<file path="config.mk">
export PLATFORM = sky130hd
export DESIGN_NAME = axi_read_master
export DESIGN_NICKNAME = d
export VERILOG_FILES = /design/src/rtl/axi_read_master.sv
export SDC_FILE = /design/constraint.sdc
export NUM_CORES = 1
export LEC_CHECK = 0
export ABC_AREA = 1
export CAP_MARGIN = 20
export CORE_MARGIN = 5
export CORE_UTILIZATION = 43
export DETAILED_ROUTE_END_ITERATION = 10
export PLACE_DENSITY_LB_ADDON = 0.15
export SLEW_MARGIN = 20
export SYNTH_ARGS = -nofsm -noshare
export SYNTH_HDL_FRONTEND = slang
export SYNTH_SLANG_ARGS = --single-unit
</file>
<file path="constraint.sdc">
create_clock -name ACLK -period 1.9 [get_ports ACLK]
set_input_delay 0.38 -clock ACLK [delete_from_list [all_inputs] [get_ports ACLK]]
set_output_delay 0.38 -clock ACLK [all_outputs]
set_load 0.05 [all_outputs]
</file>
<file path="src/rtl/axi_read_master.sv">
// AXI3-style read master: accepts one local read request at a time, issues it
// on AR, forwards each R beat through a single-entry output register and
// flags protocol violations (wrong ID, early/late RLAST) in a sticky err bit.
module axi_read_master #(
    parameter int BusWidth = 32,
    parameter int tagbits  = 2
) (
    input  logic                ACLK,
    input  logic                ARESETn,
    // local request
    input  logic                req_valid,
    output logic                req_ready,
    input  logic [tagbits-1:0]  req_id,
    input  logic [BusWidth-1:0] req_addr,
    input  logic [3:0]          req_len,
    input  logic [1:0]          req_size,
    input  logic [1:0]          req_burst,
    // local return
    output logic                rd_valid,
    input  logic                rd_ready,
    output logic [BusWidth-1:0] rd_data,
    output logic [tagbits-1:0]  rd_id,
    output logic [1:0]          rd_resp,
    output logic                rd_last,
    output logic                busy,
    output logic                err,
    // AR channel
    output logic [tagbits-1:0]  ARID,
    output logic [BusWidth-1:0] ARADDR,
    output logic [3:0]          ARLEN,
    output logic [1:0]          ARSIZE,
    output logic [1:0]          ARBURST,
    output logic [1:0]          ARLOCK,
    output logic [3:0]          ARCACHE,
    output logic [2:0]          ARPROT,
    output logic                ARVALID,
    input  logic                ARREADY,
    // R channel
    input  logic [tagbits-1:0]  RID,
    input  logic [BusWidth-1:0] RDATA,
    input  logic [1:0]          RRESP,
    input  logic                RLAST,
    input  logic                RVALID,
    output logic                RREADY
);

    typedef enum logic [1:0] {IDLE, ADDR, DATA} state_t;

    state_t                state_q, state_d;
    logic [tagbits-1:0]    id_q, id_d;
    logic [BusWidth-1:0]   addr_q, addr_d;
    logic [3:0]            len_q, len_d;
    logic [1:0]            size_q, size_d;
    logic [1:0]            burst_q, burst_d;
    logic [2:0]            cnt_q, cnt_d;
    logic                  err_q, err_d;
    logic                  rd_valid_q, rd_valid_d;
    logic [BusWidth-1:0]   rd_data_q, rd_data_d;
    logic [tagbits-1:0]    rd_id_q, rd_id_d;
    logic [1:0]            rd_resp_q, rd_resp_d;
    logic                  rd_last_q, rd_last_d;
    logic                  r_fire;
    logic [2:0]            last_idx;

    // AR outputs come straight from the latched request; ARVALID is pure state.
    assign req_ready = (state_q == IDLE);
    assign busy      = (state_q != IDLE);
    assign ARVALID   = (state_q == ADDR);
    assign ARID      = id_q;
    assign ARADDR    = addr_q;
    assign ARLEN     = len_q;
    assign ARSIZE    = size_q;
    assign ARBURST   = burst_q;
    assign ARLOCK    = 2'b00;
    assign ARCACHE   = 4'b0000;
    assign ARPROT    = 3'b000;
    // Accept a beat only when the output register is empty or draining now.
    assign RREADY    = (state_q == DATA) && (!rd_valid_q || rd_ready);
    assign r_fire    = RVALID && RREADY;
    assign last_idx  = {1'b0, len_q[1:0]};

    assign rd_valid  = rd_valid_q;
    assign rd_data   = rd_data_q;
    assign rd_id     = rd_id_q;
    assign rd_resp   = rd_resp_q;
    assign rd_last   = rd_last_q;
    assign err       = err_q;

    // Next-state, request latch, beat capture and error detection.
    always_comb begin
        state_d    = state_q;
        id_d       = id_q;
        addr_d     = addr_q;
        len_d      = len_q;
        size_d     = size_q;
        burst_d    = burst_q;
        cnt_d      = cnt_q;
        err_d      = err_q;
        rd_valid_d = rd_valid_q;
        rd_data_d  = rd_data_q;
        rd_id_d    = rd_id_q;
        rd_resp_d  = rd_resp_q;
        rd_last_d  = rd_last_q;

        // Consumer drains the output register; a capture below overrides.
        if (rd_ready) rd_valid_d = 1'b0;

        case (state_q)
            IDLE: begin
                if (req_valid) begin
                    id_d    = req_id;
                    addr_d  = req_addr;
                    len_d   = {2'b00, req_len[1:0]};
                    // 8-byte beats are not supported on this bus; clamp to 4.
                    size_d  = (req_size == 2'b11) ? 2'b10 : req_size;
                    burst_d = req_burst;
                    err_d   = 1'b0;
                    cnt_d   = 3'd0;
                    state_d = ADDR;
                end
            end
            ADDR: begin
                if (ARREADY) state_d = DATA;
            end
            DATA: begin
                if (r_fire) begin
                    rd_valid_d = 1'b1;
                    rd_data_d  = RDATA;
                    rd_id_d    = RID;
                    rd_resp_d  = RRESP;
                    rd_last_d  = RLAST;
                    if ((RID != id_q) ||
                        ( RLAST && (cnt_q != last_idx)) ||
                        (!RLAST && (cnt_q >= last_idx)))
                        err_d = 1'b1;
                    if (cnt_q != 3'd7) cnt_d = cnt_q + 3'd1;
                    // Only RLAST ends the burst, even if the count is wrong.
                    if (RLAST) state_d = IDLE;
                end
            end
            default: state_d = IDLE;
        endcase
    end

    // State and datapath registers, cleared asynchronously.
    always_ff @(posedge ACLK or negedge ARESETn) begin
        if (!ARESETn) begin
            state_q    <= IDLE;
            id_q       <= '0;
            addr_q     <= '0;
            len_q      <= '0;
            size_q     <= '0;
            burst_q    <= '0;
            cnt_q      <= '0;
            err_q      <= 1'b0;
            rd_valid_q <= 1'b0;
            rd_data_q  <= '0;
            rd_id_q    <= '0;
            rd_resp_q  <= '0;
            rd_last_q  <= 1'b0;
        end else begin
            state_q    <= state_d;
            id_q       <= id_d;
            addr_q     <= addr_d;
            len_q      <= len_d;
            size_q     <= size_d;
            burst_q    <= burst_d;
            cnt_q      <= cnt_d;
            err_q      <= err_d;
            rd_valid_q <= rd_valid_d;
            rd_data_q  <= rd_data_d;
            rd_id_q    <= rd_id_d;
            rd_resp_q  <= rd_resp_d;
            rd_last_q  <= rd_last_d;
        end
    end

endmodule
</file>
Word level (Yosys, flattened, before mapping)
Index checks and enable logic that the tools add are counted.

Output and inout port bits: 94. Input bits: 85. Register bits after elaboration: 84. Word-level logic and storage cells: 61.

Eq/ne operators: 12. Add/sub/neg operators: 1. Muxes and demuxes: 17. Reduce and logical (&&, ||, !) cells: 17. $lt $le $gt $ge: 1.

Operator list (count): 4-bit AND reduction (3); 2-bit 2-to-1 mux (5); 3-bit 2-to-1 mux (3); 1-bit 2-to-1 mux (6); 2-bit by 1-bit != test with 1-bit output, second input constant (3); 2-bit != test, second input constant (3); 2-bit one-hot mux with 3 select lines (1); 3-bit one-hot mux with 2 select lines (1); 2-bit equality test, second input constant (2); 1-bit logical AND (4); 2-bit AND reduction (2); 2-bit nonzero test (2); 3-bit by 1-bit adder with 3-bit output, second input constant (1); 3-bit by 2-bit greater-or-equal comparator with 1-bit output (1); 1-bit logical OR (3); 3-bit by 2-bit != test with 1-bit output (1); 3-bit != test, second input constant (1); 2-bit by 1-bit equality test with 1-bit output, second input constant (1); 1-bit zero test (2); 2-bit zero test (1); 2-bit != test (1); 1-bit one-hot mux with 2 select lines (1).

Logic depth before layout (Yosys ltp)
Depth in word-level cells: 7. Gate-level depth with buffers: 10. Mapped depth without buffers: 10.

Worst setup path before layout
No wires, ideal clock.

Kind: register to register. Start point: register rd_valid_q, in the netlist rd_valid. End point: register cnt_q[1]. Data required time: 1.779 ns. Library setup time: 0.121 ns. Cell stages (with the launch flop): 9. Clock period less this slack: 1.771 ns. Data arrival time: 1.651 ns. Setup slack: 0.129 ns. Cells stage by stage: dfrtp_1 > inv_1 > nor2_1 > nor2_2 > nand2_2 > nand2_1 > nand2_2 > nand2_1 > o21ai_1.

Cells in the longest elaborated chain, start to end: 6.

Ends and longest elaborated chain: start, declared (line 57) `logic rd_valid_q, rd_valid_d;`; start signal, assigned (line 170) `rd_valid_q <= rd_valid_d;`; 1-bit zero test (line 78) `assign RREADY = (state_q == DATA) && (!rd_valid_q || rd_ready);`; 1-bit logical OR (line 78); 1-bit logical AND (line 78); net RREADY (line 44) `output logic RREADY`; 1-bit logical AND (line 79) `assign r_fire = RVALID && RREADY;`; 2-bit != test (no line); 4-bit AND reduction (no line); end signal, assigned (line 168) `cnt_q <= cnt_d;`; end, declared (line 55) `logic [2:0] cnt_q, cnt_d;`.

The timed path passes the listed nets, and every way through them passes these cells. A chain may end at the register's enable or synchronous reset.

Worst setup path after layout
Start point: register state_q[1]. End point: output RREADY.

Cells in the longest elaborated chain, start to end: 2.

Ends and longest elaborated chain: start, declared (line 49) `state_t state_q, state_d;`; start signal, assigned (line 162) `state_q <= state_d;`; 2-bit equality test (line 78); 1-bit logical AND (line 78); end, declared (line 44).

Every way passes these cells.

==> run metrics <==
result of the run finished, final reports clean; area taken by multi-input logic gates approximately 1100 sq um; maximum fanout along the worst path 6; static leakage 0.00293 uW; TritonCTS clock tree built; post-detailed-route count of antenna-violating nets 0; fraction of synthesized cell area in xor and xnor cells 0; Non-Filler Instances 676; area of all sequential standard cells between 2000 and 2500 sq um; count of different cell masters after synthesis 19; global-route wire length before repair 15.4 mm; clock-pin slew reported for the worst setup and hold paths after clock tree synthesis roughly 0.090 ns; sequential fraction of the synthesis area 0.611; setup TNS 0 ns; overall fraction of global-route tracks in use 0.194; maximum number of buffers from clock root to sink 2; met3 Use GR 0.0771; Port Buffers between 150 and 200; Ant. Diodes 0; Yosys reg bits 84; Finished Cell Area ~5300 sq um; vias in the first global route between 3000 and 4000; main combinational cell family by area after synthesis simple AND/OR/NAND/NOR gates; Std-Cell Rows 32; width of the die around 100 um; remaining routing DRC violations 0; Syn-to-layout area delta 53.3%; actual transition at the worst max-transition pin 0.507 ns; number of placed I/O pins 179; source-to-sink clock delay at the later pin of the worst-skew pair 0.35 ns; remaining global-route overflow 0; basic-gate share of the synthesized area counting and, or, nand and nor cells 0.283; largest net degree at the start of global routing 38; met1 demand-to-capacity share in global routing 0.259; minimum clock period 1.68 ns; Max rail drop VDD about 1.2 mV; initial core utilization 0.443; DR vias slightly above 3000; area of the core 7770 sq um; Area after DPL between 5000 and 6000 sq um; routed vias/inst 4.53; required time at the endpoint of the critical path 1.52 ns; Hold Slack between 0.4 and 0.5 ns; ratio of total power to cell area 1930 nW/um^2; final routed wire length divided by cell count about 14 um; worst reg-to-reg setup slack a little over 0.5 ns; Layout Nets about 660; post-synthesis share of cell area spent on full adders, half adders and majority gates 0.0145; Max stage delay cell, worst path sky130_fd_sc_hd__dfrtp_1; share of the clock period used by the worst path 0.882; met2 routing resource usage after global routing 0.291; final wirelength 9.13 mm; Min-Delay Path Class flop to flop; count of clock tree sinks 84; Compound-Gate Fraction of Synth Area 0.0189; unrepaired setup endpoints after global routing no; iteration count of the initial detailed-routing pass 4; most congested layer reported by global routing met2; Post-Syn Area per Cell about 8.6 sq um; Final setup viols 0; global placer's final weighted congestion slightly below 0.8; die area roughly 9900 sq um; number of antenna violations at the first check in global routing 0; root cell of the clock tree sky130_fd_sc_hd__clkbuf_8; max-slew violation total from the final report 0; Setup Crit Path Kind flop to primary output; kind of capture point of the worst setup path primary output; cell area after synthesis approximately 3400 sq um; CTS Buf Count 9; Hold Vio Cnt, Final 0; mux contribution to synthesized area 0; peak per-stage delay on the critical path 0.46 ns; WP data arrival 1.30 ns; proportion of layout cells with a drive suffix above 1 0.110; Slew HR 0.662; Worst Skew 0.0138 ns; final-layout fill cell count 650; Detailed Route Iter0 Violations 138; Yosys warning total 0; startpoint type of the worst setup path flop; max cap viols 0; ordered list of cells on the worst path nand2_1 > nor2_2 > buf_12; count of buffers added by post-CTS timing repair for setup 0; cells after synthesis 400; Max H-tree Level 3; Placed Cells 659; Max Clk Rate 596 MHz; die outline height a little under 100 um; DP Wirelength 6.88 mm
[report_power, final]
group          switching, uW  total (uW)  leakage (uW)  internal, uW
sequential               439        3030       0.00105          2590
combinational           4340        6010       0.00179          1670
clock                    658        1140     0.0000814           478
[kinds of logic (layout without fill, tap and decap cells)]
logic type,Yosys count,after routing
buffers and inverters,44,208
adders and majority gates,4,4
and+or+nand+nor,255,255
AOI/OAI and AO/OA,12,12
DFF,84,84
other,1,11
[timing repair]
action	CTS	global route
gates cloned	0	0
hold buffers	1	0
pin swaps	0	0
gates resized for setup	46	7
setup endpoints to repair	46	7
endpoints found under the hold margin	28	0
[worst paths after layout]
check,from,end,cells past startpoint
setup / recovery,state_q[1],RREADY,3
hold / removal,ARADDR[13],ARADDR[13],2
setup reg to reg,state_q[1],rd_data[28],7
hold reg to reg,ARADDR[13],ARADDR[13],2
max in group asynchronous,ARESETn,rd_data[20],3
min in group asynchronous,ARESETn,rd_resp[0],2
[final cells by class]
class / instances / area share
clock buffer: 9 / 0.0235
clock inverter: 7 / 0.0102
inverter: 18 / 0.0130
multi-input combinational: 282 / 0.214
sequential: 84 / 0.399
tap: 102 / 0.0242
timing repair buffer: 174 / 0.316
[layout by cell type (no fill, tap or decap)]
cell type,Yosys,final
sky130_fd_sc_hd__o21ai_1,9,9
sky130_fd_sc_hd__dlygate4sd3_1,0,1
sky130_fd_sc_hd__or2_2,1,1
sky130_fd_sc_hd__buf_4,11,34
sky130_fd_sc_hd__buf_12,0,5
sky130_fd_sc_hd__clkbuf_8,0,9
sky130_fd_sc_hd__ha_1,4,4
sky130_fd_sc_hd__conb_1,1,11
sky130_fd_sc_hd__dlymetal6s2s_1,0,7
sky130_fd_sc_hd__a21oi_1,1,1
sky130_fd_sc_hd__nand2_1,242,242
sky130_fd_sc_hd__inv_1,15,15
sky130_fd_sc_hd__o31ai_1,1,1
sky130_fd_sc_hd__dfrtp_1,84,84
sky130_fd_sc_hd__dlygate4sd2_1,0,46
sky130_fd_sc_hd__clkinv_2,1,2
sky130_fd_sc_hd__nor2_1,4,4
sky130_fd_sc_hd__nor2_2,2,2
sky130_fd_sc_hd__nand2_2,2,2
sky130_fd_sc_hd__clkinvlp_4,0,3
sky130_fd_sc_hd__nand3_1,4,4
sky130_fd_sc_hd__o21a_1,1,1
sky130_fd_sc_hd__clkdlybuf4s50_1,0,81
sky130_fd_sc_hd__inv_2,2,2
sky130_fd_sc_hd__clkinv_4,0,3
[synthesized netlist by cell type]
master / n / area (sq um)
sky130_fd_sc_hd__ha_1: 4 / 50.1
sky130_fd_sc_hd__a21oi_1: 1 / 5.00
sky130_fd_sc_hd__nand2_1: 242 / 908
sky130_fd_sc_hd__nand2_2: 2 / 12.5
sky130_fd_sc_hd__inv_2: 2 / 7.51
sky130_fd_sc_hd__o21ai_1: 9 / 45.0
sky130_fd_sc_hd__nor2_1: 4 / 15.0
sky130_fd_sc_hd__buf_6: 3 / 33.8
sky130_fd_sc_hd__dfrtp_1: 84 / 2100
sky130_fd_sc_hd__o31ai_1: 1 / 7.51
sky130_fd_sc_hd__nand3_1: 4 / 20.0
sky130_fd_sc_hd__clkinv_2: 1 / 5.00
sky130_fd_sc_hd__or2_2: 1 / 6.26
sky130_fd_sc_hd__buf_4: 11 / 82.6
sky130_fd_sc_hd__o21a_1: 1 / 7.51
sky130_fd_sc_hd__conb_1: 1 / 3.75
sky130_fd_sc_hd__buf_2: 12 / 60.1
sky130_fd_sc_hd__inv_1: 15 / 56.3
sky130_fd_sc_hd__nor2_2: 2 / 12.5
[layer usage]
layer / routed length, um / up-vias / share of wire
li1: - / 1515 / -
met1: 3850 / 1413 / 0.42
met2: 4190 / 129 / 0.46
met3: 1000 / 7 / 0.11
met4: 90 / 0 / 0.0099
met5: 0 / - / 0
[stage by stage]
stage | power (uW) | setup WS, ns | utilization
final | 10200 | 0.223 | 0.679
after global routing | 10800 | 0.107 | 0.679
after CTS | 10300 | 0.000652 | 0.677
after detailed placement | 9470 | 0.208 | 0.660
after global placement | 9370 | 0.220 | 0.660
after floorplan | 7240 | 0.129 | -
[worst max-delay path, delay by kind of cell, from the launching register on]
family	cells	cell delay, ns
buffers and inverters	1	0.16
flip-flops	1	0.46
AND/OR/NAND/NOR	2	0.33
(Power assumes the default switching activity.)
